===== src/rtl/rom_access_arbiter.sv =====
// Two-port round-robin arbiter/sequencer for the single-port instruction ROM.
// m0 is the read-only fetch port, m1 the loader/debug port with gated writes.
module rom_access_arbiter #(
  parameter int ADDR_W = 10,
  parameter int DATA_W = 32,
  parameter int BE_W   = 4,
  parameter int CNT_W  = 16
) (
  input  logic              clk,
  input  logic              reset_n,
  input  logic [ADDR_W-1:0] m0_address,
  input  logic              m0_read,
  output logic              m0_waitrequest,
  output logic [DATA_W-1:0] m0_readdata,
  output logic              m0_readdatavalid,
  input  logic [ADDR_W-1:0] m1_address,
  input  logic              m1_read,
  input  logic              m1_write,
  input  logic [DATA_W-1:0] m1_writedata,
  input  logic [BE_W-1:0]   m1_byteenable,
  output logic              m1_waitrequest,
  output logic [DATA_W-1:0] m1_readdata,
  output logic              m1_readdatavalid,
  input  logic              wr_enable,
  input  logic              stall,
  input  logic              clr_err,
  output logic              wr_err,
  output logic [CNT_W-1:0]  m0_count,
  output logic [CNT_W-1:0]  m1_count,
  output logic [ADDR_W-1:0] rom_address,
  output logic              rom_chipselect,
  output logic              rom_write,
  output logic              rom_debugaccess,
  output logic              rom_clken,
  output logic              rom_reset_req,
  output logic [DATA_W-1:0] rom_writedata,
  output logic [BE_W-1:0]   rom_byteenable,
  input  logic [DATA_W-1:0] rom_readdata
);

  logic             req0, req1;
  logic             grant0, grant1;
  logic             wr_commit, wr_locked;
  logic             last1_q, last1_d;
  logic             pend0_q, pend0_d;
  logic             pend1_q, pend1_d;
  logic             wr_err_q, wr_err_d;
  logic [CNT_W-1:0] m0_count_q, m0_count_d;
  logic [CNT_W-1:0] m1_count_q, m1_count_d;

  always_comb begin
    req0 = m0_read;
    req1 = m1_read | m1_write;
    // last1_q set means m1 was granted last, so m0 wins a tie
    grant0 = reset_n & ~stall & req0 & (~req1 | last1_q);
    grant1 = reset_n & ~stall & req1 & (~req0 | ~last1_q);
    wr_commit = grant1 & m1_write & wr_enable;
    wr_locked = grant1 & m1_write & ~wr_enable;
  end

  always_comb begin
    m0_waitrequest   = ~grant0;
    m1_waitrequest   = ~grant1;
    rom_address      = grant1 ? m1_address : m0_address;
    rom_writedata    = grant1 ? m1_writedata : '0;
    rom_byteenable   = grant1 ? m1_byteenable : '1;
    rom_chipselect   = (grant0 | grant1) & ~wr_locked;
    rom_write        = wr_commit;
    rom_debugaccess  = wr_commit;
    rom_clken        = ~stall;
    rom_reset_req    = 1'b0;
    m0_readdata      = rom_readdata;
    m1_readdata      = rom_readdata;
    m0_readdatavalid = pend0_q & ~stall;
    m1_readdatavalid = pend1_q & ~stall;
    wr_err           = wr_err_q;
    m0_count         = m0_count_q;
    m1_count         = m1_count_q;
  end

  always_comb begin
    last1_d = last1_q;
    if (grant0)      last1_d = 1'b0;
    else if (grant1) last1_d = 1'b1;

    // grants imply stall=0, so pending reads naturally freeze during a stall
    pend0_d = stall ? pend0_q : grant0;
    pend1_d = stall ? pend1_q : (grant1 & ~m1_write);

    wr_err_d = wr_err_q;
    if (wr_locked)    wr_err_d = 1'b1;
    else if (clr_err) wr_err_d = 1'b0;

    m0_count_d = m0_count_q;
    if (grant0 && (m0_count_q != '1)) m0_count_d = m0_count_q + CNT_W'(1);
    m1_count_d = m1_count_q;
    if (grant1 && (m1_count_q != '1)) m1_count_d = m1_count_q + CNT_W'(1);
  end

  always_ff @(posedge clk or negedge reset_n) begin
    if (!reset_n) begin
      last1_q    <= 1'b1;
      pend0_q    <= 1'b0;
      pend1_q    <= 1'b0;
      wr_err_q   <= 1'b0;
      m0_count_q <= '0;
      m1_count_q <= '0;
    end else begin
      last1_q    <= last1_d;
      pend0_q    <= pend0_d;
      pend1_q    <= pend1_d;
      wr_err_q   <= wr_err_d;
      m0_count_q <= m0_count_d;
      m1_count_q <= m1_count_d;
    end
  end

endmodule


===== config.mk =====
export PLATFORM = sky130hd
export DESIGN_NAME = rom_access_arbiter
export DESIGN_NICKNAME = d
export VERILOG_FILES = /design/src/rtl/rom_access_arbiter.sv
export SDC_FILE = /design/constraint.sdc
export NUM_CORES = 1
export LEC_CHECK = 0
export CAP_MARGIN = 20
export CORE_MARGIN = 4
export CORE_UTILIZATION = 34
export CTS_CLUSTER_SIZE = 30
export DETAILED_ROUTE_END_ITERATION = 6
export PLACE_DENSITY = 0.95
export SETUP_SLACK_MARGIN = 0.05
export SYNTH_ARGS = -nofsm -noshare
export SYNTH_HDL_FRONTEND = slang
export SYNTH_SLANG_ARGS = --single-unit

===== constraint.sdc =====
create_clock -name clk -period 3.5 [get_ports clk]
set_input_delay 0.35 -clock clk [delete_from_list [all_inputs] [get_ports clk]]
set_output_delay 0.35 -clock clk [all_outputs]
set_load 0.1 [all_outputs]

==> run summary <==
The run finished with clean final reports. The wire length reported by the detailed router was 11.3 mm. The portion of synthesized cell area occupied by the leading cell type was 31.6%; the met1 routing resource usage after global routing was 26.1%. The run gives 0.484 ns as the post-route worst hold slack.

Yosys attributes the largest share of cell area to sky130_fd_sc_hd__dfrtp_1 32%, sky130_fd_sc_hd__buf_4 18%, sky130_fd_sc_hd__and3_1 8.6%. The flip-flop and latch count after synthesis was 36. For the total placed instance area, the log shows 0.00437 mm².

For this run, the number of Yosys warnings is 0. The run gives 57.1% as the end-of-flow core utilization. TritonCTS built the clock tree. The synthesized netlist devotes 7.68% of its cell area to compound gates. The post-synth net total was 415.

In this run the post-CTS setup repair buffer count came out at 0. The final critical path time including I/O delays and setup was 2.62 ns. Dividing total power by cell area gives a power density of 462 mW/mm². The average instance in the mapped netlist occupies 8.74 µm². Global routing used 40.3% of the available met2 tracks. The initial antenna violation count came out at 0. The busiest layer in global routing is met2. The worst setup path category was input pin to output port. The slew at the pin closest to its max-slew limit was 1.01 ns. Number of failing hold endpoints at the final stage: 0. After detailed routing, the number of remaining DRC violations is 0. Final setup skew: 0.00605 ns. After routing, the total negative slack on setup checks comes to 0 ns. The logs give 0 for the count of inserted antenna diode cells and 0.29 ns for the clock latency on the worst-skew pair. Power comes to 2.06 mW.

The tools report the final RePlAce weighted congestion as 0.885. Relative to the synthesized area, the layout overhead comes to 61.1%. For this run, the register share of the synthesized area comes to 32.6%. Along the worst path, the maximum fanout reaches 14. The synthesized-area fraction occupied by xor and xnor cells was 5.69%; the initial standard-cell utilization of the core was 35.5%. For the overall overflow remaining after global route, the log shows 0. The number of nets in the layout was 500; the wire length of the first global-routing pass was 16.8 mm.

The number of vias after detailed routing came out at 2,644. The clock tree synthesis step divided the H-tree into 2 levels. The logs give 5 for the total CTS buffers and 22.6% for the total global routing track utilization.

The number of fill cells was 621. Of the total synthesized cell area, the portion taken by AND, OR, NAND and NOR gates is 29.5%. The finished cells cover 0.00446 mm². Cells with a size suffix above 1 make up 21.6% of the layout. The run gives 505 as the final cell count without fillers. Summing every instance area after synthesis gives 0.00277 mm². The maximum clock insertion buffer count is 2, and the clock slew at the register clock pins of the worst setup and hold paths is 0.07 ns.

Setup violations remaining at the end of the flow were counted as 0. The remaining max-slew budget at the tightest pin came out at 32.7%. Measured against the total synthesized area, the mux share comes to 2.85%. In the post-synthesis netlist, the cell with the most instances is sky130_fd_sc_hd__buf_4. The worst min-delay path class was input pin to asynchronous set/reset pin. The adder-cell share of the synthesized area is 0.903%, and the number of max-slew violations in the final report is 0.

The number of violations of the max-capacitance limit is 0. The floorplan step defined a die boundary enclosing 0.00966 mm². The floorplan step set the die width to 98.3 µm. For this run, global-route usage on met3 was measured as 7.29%. The largest net degree at the start of global routing was 35; the signal arrival time at the worst endpoint was 2.27 ns.

The commonest cells after synthesis are 66 x sky130_fd_sc_hd__buf_4, 42 x sky130_fd_sc_hd__nand2_1, 38 x sky130_fd_sc_hd__and3_1. After synthesis, the largest family of logic cells by area is simple AND/OR/NAND/NOR gates. STA classifies the critical path startpoint as an input pin.

Counting flops with an async set or reset pin after synthesis yields a share of 100%. The number of placed instances, taps included, is 497. After detailed routing, the number of vias per cell comes to 5.24. The run gives 382 MHz as the highest clock rate. The tools report the cell chosen for the clock root as sky130_fd_sc_hd__clkbuf_8. The tools report the clock sink count as 36.

After clock tree synthesis, the repair step resized 0 gates. Setup repair after global routing left no endpoint under its margin. In this run the remaining antenna-violating nets after routing total 0. The commonest register cell after synthesis was sky130_fd_sc_hd__dfrtp_1. In this run, the number of DRC markers left after iteration 0 of detailed routing was 185. After technology mapping, the gate count stands at 317. The via count of the first global-routing pass came out at 2,732. The kind of end point of the critical path is an output port.

The run gives 0.481 mV as the highest ir drop seen on vdd. Detailed-route wire length per cell: 22.3 µm. The height of the die came out at 98.3 µm. The first-pass iteration count of the detailed router is 4. STA puts the critical path data required time at 3.15 ns. After layout, the worst path uses 74.9% of the clock period. The largest total area in the synthesized netlist belongs to sky130_fd_sc_hd__dfrtp_1. The count of port buffers added during placement is 150, and the sum of net half-perimeters after detailed placement is 9.10 mm. For the cell row count, the log shows 32. Setup slack on the critical path of the routed design comes to 0.879 ns. The top-level port count came out at 248. For this design, the CTS-stage hold fixing added 0 buffers. For this design the static power due to leakage is 2.00 nW.

Timing analysis after detailed placement gives a worst setup slack of 0.811 ns. After synthesis, the netlist uses 46 different library cells. In this run, synthesis inferred 0 flip-flops with an integrated enable.

The core region is 0.00781 mm².
final timing paths:
| kind | endpoint | startpoint | slack (ns) | cells past startpoint |
|---|---|---|---|---|
| max in group asynchronous | last1_q | reset_n | 2.69 | 2 |
| max reg2reg | m1_count[1] | m1_count[0] | 1.37 | 5 |
| min reg2reg | pend0_q | pend0_q | 0.49 | 2 |
| min in group clk | pend0_q | pend0_q | 0.49 | 2 |
| min | pend1_q | reset_n | 0.48 | 2 |
| max | rom_address[8] | m1_write | 0.88 | 7 |
flip-flops by register name, summed over array words and instances, names as in the netlist:
register / flops
m0_count: 16
m1_count: 16
last1_q: 1
pend0_q: 1
pend1_q: 1
wr_err: 1
layer usage:
metal	part of all wire (%)	wire, µm
met5	0	0
met4	2.1	239
met3	8.2	928
met2	53	5960
met1	37	4150
cells by family (layout without fill, tap and decap cells):
| family | Yosys count | in the layout |
|---|---|---|
| other | 1 | 1 |
| buffers and inverters | 84 | 170 |
| multiplexers | 7 | 7 |
| AO/OA/AOI/OAI | 27 | 27 |
| AND/OR/NAND/NOR | 142 | 142 |
| adder cells (fa/ha/maj) | 2 | 2 |
| XOR/XNOR | 18 | 18 |
| flip-flops | 36 | 36 |
power breakdown:
group	leakage [nW]	internal, mW	switching (mW)
clock network	0.0455	0.161	0.148
registers	0.471	0.478	0.0817
logic	1.49	0.350	0.842
total	2.00	0.989	1.07
area by class of cell:
cell class                      count  area (µm²)  area share [%]
Clock buffer                        8        90.1            2.02
Multi-Input combinational cell    197        1300            29.1
Timing Repair Buffer              155        2020            45.2
Tap cell                          102         128            2.86
Sequential cell                    36         902            20.2
Inverter                            7        26.3           0.589
critical path, cell delays in order:
cell and delay, ns:
sky130_fd_sc_hd__clkdlybuf4s50_1 0.57, sky130_fd_sc_hd__a2bb2oi_2 0.21, sky130_fd_sc_hd__and2_1 0.18, sky130_fd_sc_hd__inv_1 0.45, sky130_fd_sc_hd__nand2_1 0.15, sky130_fd_sc_hd__nand2_1 0.16, sky130_fd_sc_hd__buf_12 0.19
layout by cell type, fill, tap and decap left out, drive strengths merged, types with 6 or more instances in the layout:
| cell type | n |
|---|---|
| a21oi | 9 |
| and3 | 38 |
| buf | 59 |
| clkbuf | 8 |
| clkdlybuf4s50 | 96 |
| dfrtp | 35 |
| inv | 7 |
| mux2 | 7 |
| nand2 | 42 |
| nand2b | 10 |
| nand3 | 11 |
| nand4 | 9 |
| nor2 | 6 |
| nor3 | 9 |
| xnor2 | 6 |
| xor2 | 12 |
Note: power is estimated with default switching activity, not from simulation.
